===== src/rtl/div_unit_pkg.sv =====
// Shared payload types for the DIV pipe: issue-side operands and writeback result.
package div_unit_pkg;

    typedef enum logic [1:0] {
        OP_DIV  = 2'd0,
        OP_DIVU = 2'd1,
        OP_REM  = 2'd2,
        OP_REMU = 2'd3
    } div_op_e;

    typedef struct packed {
        logic [4:0]  rd;
        logic [31:0] rs1;
        logic [31:0] rs2;
        div_op_e     div_control;
    } ix_div_inf_t;

    typedef struct packed {
        logic [4:0]  rd;
        logic [31:0] result;
    } div_wb_inf_t;

endpackage


===== src/rtl/div_unit.sv =====
// Iterative restoring radix-2 divider for DIV/DIVU/REM/REMU with a fast path
// for divide-by-zero and signed overflow, and a hold-until-ack writeback port.
module div_unit
    import div_unit_pkg::*;
#(
    parameter bit EARLY_OUT = 1'b1
) (
    input  logic        clk,
    input  logic        rst_n,
    input  logic        ix_div_valid,
    input  ix_div_inf_t ix_div,
    output logic        div_ready,
    input  logic        pipeline_flush,
    output logic        div_wb_valid,
    output div_wb_inf_t div_wb,
    input  logic        wb_div_ack
);

    localparam int unsigned XLEN      = 32;
    localparam int unsigned CNT_W     = 6;
    localparam int unsigned LAST_STEP = 31;

    typedef enum logic [1:0] {
        IDLE = 2'd0,
        CALC = 2'd1,
        DONE = 2'd2
    } state_e;

    state_e          state;
    logic [CNT_W-1:0] cnt;
    logic [XLEN-1:0] rem;
    logic [XLEN-1:0] quo;
    logic [XLEN-1:0] dvsr;
    div_op_e         op;
    logic            q_sign;
    logic            r_sign;
    logic            special;

    // Issue-side decode of the incoming operands
    logic            accept_c;
    logic            is_signed_c;
    logic            is_rem_in_c;
    logic            div_zero_c;
    logic            ovf_c;
    logic            special_c;
    logic [XLEN-1:0] special_res_c;
    logic [XLEN-1:0] a_abs_c;
    logic [XLEN-1:0] b_abs_c;

    assign accept_c    = ix_div_valid && div_ready && !pipeline_flush;
    assign is_signed_c = (ix_div.div_control == OP_DIV) || (ix_div.div_control == OP_REM);
    assign is_rem_in_c = (ix_div.div_control == OP_REM) || (ix_div.div_control == OP_REMU);
    assign div_zero_c  = (ix_div.rs2 == '0);
    assign ovf_c       = is_signed_c && (ix_div.rs1 == 32'h8000_0000) && (ix_div.rs2 == '1);
    assign special_c   = div_zero_c || ovf_c;
    assign a_abs_c     = (is_signed_c && ix_div.rs1[XLEN-1]) ? XLEN'(-ix_div.rs1) : ix_div.rs1;
    assign b_abs_c     = (is_signed_c && ix_div.rs2[XLEN-1]) ? XLEN'(-ix_div.rs2) : ix_div.rs2;

    always_comb begin
        special_res_c = '0;
        if (div_zero_c) begin
            special_res_c = is_rem_in_c ? ix_div.rs1 : '1;
        end else begin
            special_res_c = is_rem_in_c ? '0 : 32'h8000_0000;
        end
    end

    // One restoring step on the 33-bit partial remainder
    logic [XLEN:0]   shifted_c;
    logic [XLEN:0]   diff_c;
    logic            fits_c;
    logic [XLEN-1:0] step_rem_c;
    logic [XLEN-1:0] step_quo_c;

    assign shifted_c  = {rem, quo[XLEN-1]};
    assign diff_c     = shifted_c - {1'b0, dvsr};
    assign fits_c     = !diff_c[XLEN];
    assign step_rem_c = fits_c ? diff_c[XLEN-1:0] : shifted_c[XLEN-1:0];
    assign step_quo_c = {quo[XLEN-2:0], fits_c};

    // Sign fix-up and result selection applied to the final step
    logic [XLEN-1:0] fixed_q_c;
    logic [XLEN-1:0] fixed_r_c;
    logic [XLEN-1:0] final_c;

    assign fixed_q_c = (q_sign && (op == OP_DIV)) ? XLEN'(-step_quo_c) : step_quo_c;
    assign fixed_r_c = (r_sign && (op == OP_REM)) ? XLEN'(-step_rem_c) : step_rem_c;
    assign final_c   = ((op == OP_REM) || (op == OP_REMU)) ? fixed_r_c : fixed_q_c;

    // div_wb_valid trails entry into DONE by one edge, so ack is only honoured once visible
    always_ff @(posedge clk or negedge rst_n) begin
        if (!rst_n) begin
            state        <= IDLE;
            div_ready    <= 1'b1;
            div_wb_valid <= 1'b0;
            div_wb       <= '0;
            cnt          <= '0;
            rem          <= '0;
            quo          <= '0;
            dvsr         <= '0;
            op           <= OP_DIV;
            q_sign       <= 1'b0;
            r_sign       <= 1'b0;
            special      <= 1'b0;
        end else if (pipeline_flush) begin
            state        <= IDLE;
            div_ready    <= 1'b1;
            div_wb_valid <= 1'b0;
            cnt          <= '0;
        end else begin
            case (state)
                IDLE: begin
                    if (accept_c) begin
                        div_wb.rd <= ix_div.rd;
                        op        <= ix_div.div_control;
                        q_sign    <= ix_div.rs1[XLEN-1] ^ ix_div.rs2[XLEN-1];
                        r_sign    <= ix_div.rs1[XLEN-1];
                        rem       <= '0;
                        quo       <= a_abs_c;
                        dvsr      <= b_abs_c;
                        cnt       <= '0;
                        special   <= special_c;
                        div_ready <= 1'b0;
                        if (special_c) begin
                            div_wb.result <= special_res_c;
                        end
                        state <= (special_c && EARLY_OUT) ? DONE : CALC;
                    end
                end
                CALC: begin
                    rem <= step_rem_c;
                    quo <= step_quo_c;
                    cnt <= cnt + CNT_W'(1);
                    if (cnt == CNT_W'(LAST_STEP)) begin
                        state <= DONE;
                        if (!special) begin
                            div_wb.result <= final_c;
                        end
                    end
                end
                DONE: begin
                    if (div_wb_valid && wb_div_ack) begin
                        state        <= IDLE;
                        div_wb_valid <= 1'b0;
                        div_ready    <= 1'b1;
                    end else begin
                        div_wb_valid <= 1'b1;
                    end
                end
                default: begin
                    state     <= IDLE;
                    div_ready <= 1'b1;
                end
            endcase
        end
    end

endmodule


===== config.mk =====
export PLATFORM = sky130hd
export DESIGN_NAME = div_unit
export DESIGN_NICKNAME = d
export VERILOG_FILES = /design/src/rtl/div_unit_pkg.sv /design/src/rtl/div_unit.sv
export SDC_FILE = /design/constraint.sdc
export NUM_CORES = 1
export LEC_CHECK = 0
export BUFFER_PORTS_ARGS = -buffer_cell sky130_fd_sc_hd__buf_2
export CAP_MARGIN = 20
export CORE_MARGIN = 1.5
export CORE_UTILIZATION = 45
export CTS_CLUSTER_DIAMETER = 100
export CTS_CLUSTER_SIZE = 10
export DETAILED_ROUTE_END_ITERATION = 12
export GPL_TIMING_DRIVEN = 0
export HOLD_SLACK_MARGIN = 0.05
export PLACE_DENSITY_LB_ADDON = 0.2
export SLEW_MARGIN = 0
export SYNTH_ARGS = -nofsm -noshare
export SYNTH_HDL_FRONTEND = slang
export SYNTH_SLANG_ARGS = --single-unit

===== constraint.sdc =====
create_clock -name clk -period 7 [get_ports clk]
set_clock_uncertainty 0.1 [all_clocks]
set_input_delay 0 -clock clk [delete_from_list [all_inputs] [get_ports clk]]
set_output_delay 0 -clock clk [all_outputs]
set_load 0.005 [all_outputs]

==> impl_metrics.json <==
{
  "period_minus_slack_ps": 5920,
  "min_period_over_period_pct": 84.5,
  "worst_pin_slew_ps": 1060,
  "switching_share_pct": 47.5,
  "path_class": "flop to flop",
  "dr.pass1.iters": 8,
  "slew_viol_final": 0,
  "place.gp.congestion": 0.961,
  "placed_area_sq_um": 13400,
  "grt_max_degree": 82,
  "layout.nets": 1943,
  "dieWidth_um": 169,
  "grt_pass1_vias": 12640,
  "final_util_pct": 55.0,
  "crit_end": "div_wb[26]",
  "yosysSeqAreaShare_pct": 30.0,
  "fmax_ghz": 0.169,
  "cp-start-kind": "flop",
  "final_cell_mix": "o21ai_0, nand2_1, dfrtp_1",
  "holdWs_ps": 83.0,
  "grt_usage_pct": 31.9,
  "reg2reg_from": "quo[31]",
  "clk_path_buf_depth": 2,
  "dieArea_sq_um": 28400,
  "setup_viol_count_final": 0,
  "worstPathArrival_ps": 6130,
  "fin_ws_ps": 1080,
  "antenna_found_initial": 1,
  "insertion_delay_ps": 440,
  "p_leak_nw": 6.38,
  "rsz0062_at_grt": "false",
  "ios": 115,
  "hpwl_mm": 34.3,
  "synth_area_leaders": "dfrtp_1, o21ai_0, a21oi_1, nand2_1, xnor2_1",
  "die_h_um": 169,
  "rows": 60,
  "postSynthCellCount": 1607,
  "slowest_delay_ps": 720,
  "clkPwrFrac_pct": 18.8,
  "r2r_end": "div_wb[26]",
  "numPortBuffers": 111,
  "r2r_cells": 20,
  "ant_nets": 0,
  "core_sq_um": 27000,
  "cts-htree-levels": 4,
  "seqPwrFrac_pct": 28.1,
  "crit_chain": "inv_1 -> ha_1 -> inv_1 -> fa_1 -> nand3_1 -> a21oi_1 -> o2111ai_1 -> a21oi_1 -> o21a_4 -> nor2_8 -> inv_4 -> buf_2 -> buf_2 -> mux2i_1 -> ha_1 -> o21ai_1 -> nor4b_2 -> nand2b_1 -> o311ai_1 -> o21ai_1",
  "rrSetupSlack_ps": 1080,
  "cp_data_required_time_ps": 7220,
  "place_ws_ps": 1300,
  "cts-root-buf": "clkbuf_16",
  "synth_async_sr_flop_share_pct": 100,
  "routed_wl_mm": 45.0,
  "diodes": 0,
  "final_common_cell": "o21ai_0",
  "synth_ff_type": "dfrtp_1",
  "cp_max_fo": 10,
  "yosysTopAreaCell": "dfrtp_1",
  "crit_start": "quo[31]",
  "vias_per_cell": 6.15,
  "relSlewSlack_pct": 28.9,
  "synthToLayoutAreaGrowth_pct": 20.1,
  "yosysWarnings": 0,
  "start_util_pct": 45.8,
  "status": "complete, no violations",
  "synth_edf_count": 0,
  "cts-buffers-inserted": 17,
  "ys_seq_elements": 148,
  "grt.overflow.total": 0,
  "hold_path_class": "input pin to asynchronous set/reset pin",
  "drc_errors": 0,
  "numPlacedInstances": 2062,
  "syn_area_per_cell_sq_um": 7.68,
  "critPathSlowestCell": "nor4b_2",
  "total_power_mw": 4.86,
  "power.internal_mw": 2.55,
  "clkTransAtPathRegs_ps": 70,
  "cts_tree": "done",
  "power.switching_mw": 2.31,
  "drive_gt1_share_pct": 11.0,
  "drt_iter0_markers": 1382,
  "p_comb_share_pct": 53.0,
  "netlist_area_sq_um": 12300,
  "cp-end-kind": "flop",
  "syn_nets": 1722,
  "cap_violations": 0,
  "synthDominantCellAreaShare_pct": 29.8,
  "grt_pass1_wl_mm": 70.2,
  "cts_resized": 0,
  "final_area_sq_um": 14800,
  "peakVddDrop_mv": 0.149,
  "wire_per_inst_um": 20.6,
  "stdcell_count": 2182,
  "finalSetupTns_ps": 0,
  "ys_types": 89,
  "vias": 13414,
  "hold_viol_final": 0,
  "clock_sinks": 148,
  "power_density_nw_per_um2": 328
}
-- worst max-delay path: cells and delay by family (launching register included) --
kind	cells	cell delay (ps)
AO/OA/AOI/OAI	7	1950
AND/OR/NAND/NOR	4	1170
buffers and inverters	5	910
adder cells (fa/ha/maj)	3	760
flip-flops	1	500
multiplexers	1	370
-- layer usage --
metal  GRT usage, %  wire length [um]
met5              0                 0
met4           10.2              1160
met3           5.42              3730
met2           49.4             20100
met1           45.3             20000
-- timing repair --
action / in CTS / in global routing
endpoints found under the hold margin: 186 / 0
hold buffers: 87 / 0
setup buffers: 0 / 0
-- synth_stat cells, types with 5 or more instances --
library cell,n
or4_1,18
nor3_1,32
o31ai_1,17
a21boi_0,10
nor2_1,143
a31o_2,7
and3_1,10
clkbuf_1,78
o41ai_1,8
a41oi_1,5
dfrtp_1,147
buf_2,10
o211ai_1,12
xor2_1,45
a31oi_1,32
a211oi_1,16
ha_1,38
o21ai_0,193
or2_2,6
nor2b_1,12
a211o_1,6
nand2_1,181
and2_1,8
o31a_1,7
or3_1,22
mux2i_1,26
nand3_1,49
nand3b_1,5
nand4_1,26
a21o_1,20
xnor2_1,75
o2111ai_1,7
inv_1,63
nand2b_1,12
nor4_1,18
nor3b_1,5
a21oi_1,143
o21a_1,6
o21ai_1,11
-- flip-flops by register name, indices dropped and copies added, names as in the netlist --
register,flops
special,1
rem,32
cnt,6
q_sign,1
quo,32
r_sign,1
div_wb_valid,1
div_ready,1
div_wb,37
state,2
dvsr,32
op,2
-- area by class of cell --
type,count,area (sq um)
fill,2558,12100
buffer,95,395
timing repair buffer,202,1480
tap,341,427
clock buffer,19,443
multi-input combinational,1300,8000
clock inverter,13,125
sequential,148,3700
inverter,64,243
-- power by group through the flow --
stage	clock network (mW)	logic [mW]	registers, mW
2_1_floorplan	0	1.78	1.29
3_3_place_gp	0	2.42	1.37
3_5_place_dp	0	2.46	1.37
4_1_cts	0.921	2.52	1.36
5_1_grt	0.950	2.83	1.39
6_report	0.916	2.58	1.37
-- cells by family (layout without fill, tap and decap cells) --
kind of cell / count (synthesis) / count (layout) / synth area share, %
AOI/OAI and AO/OA: 548 / 548 / 27.7
muxes: 30 / 30 / 2.47
adders and majority gates: 39 / 39 / 4.01
DFF: 148 / 148 / 30.0
buffers and inverters: 159 / 393 / 5.17
xor gates and xnor gates: 120 / 120 / 8.51
and+or+nand+nor: 563 / 563 / 22.1
-- worst min path at each step --
stage	startpoint	to	slack, ps	depth (start not counted)
detailed placement	rst_n	dvsr[8]	10	1
global route	rst_n	dvsr[13]	170	2
global placement	ix_div[68]	div_wb[34]	90	3
finish	rst_n	dvsr[4]	80	2
CTS	rst_n	div_wb[34]	120	2
floorplan	rst_n	cnt[0]	-400	0
Note: power is estimated with default switching activity, not from simulation.
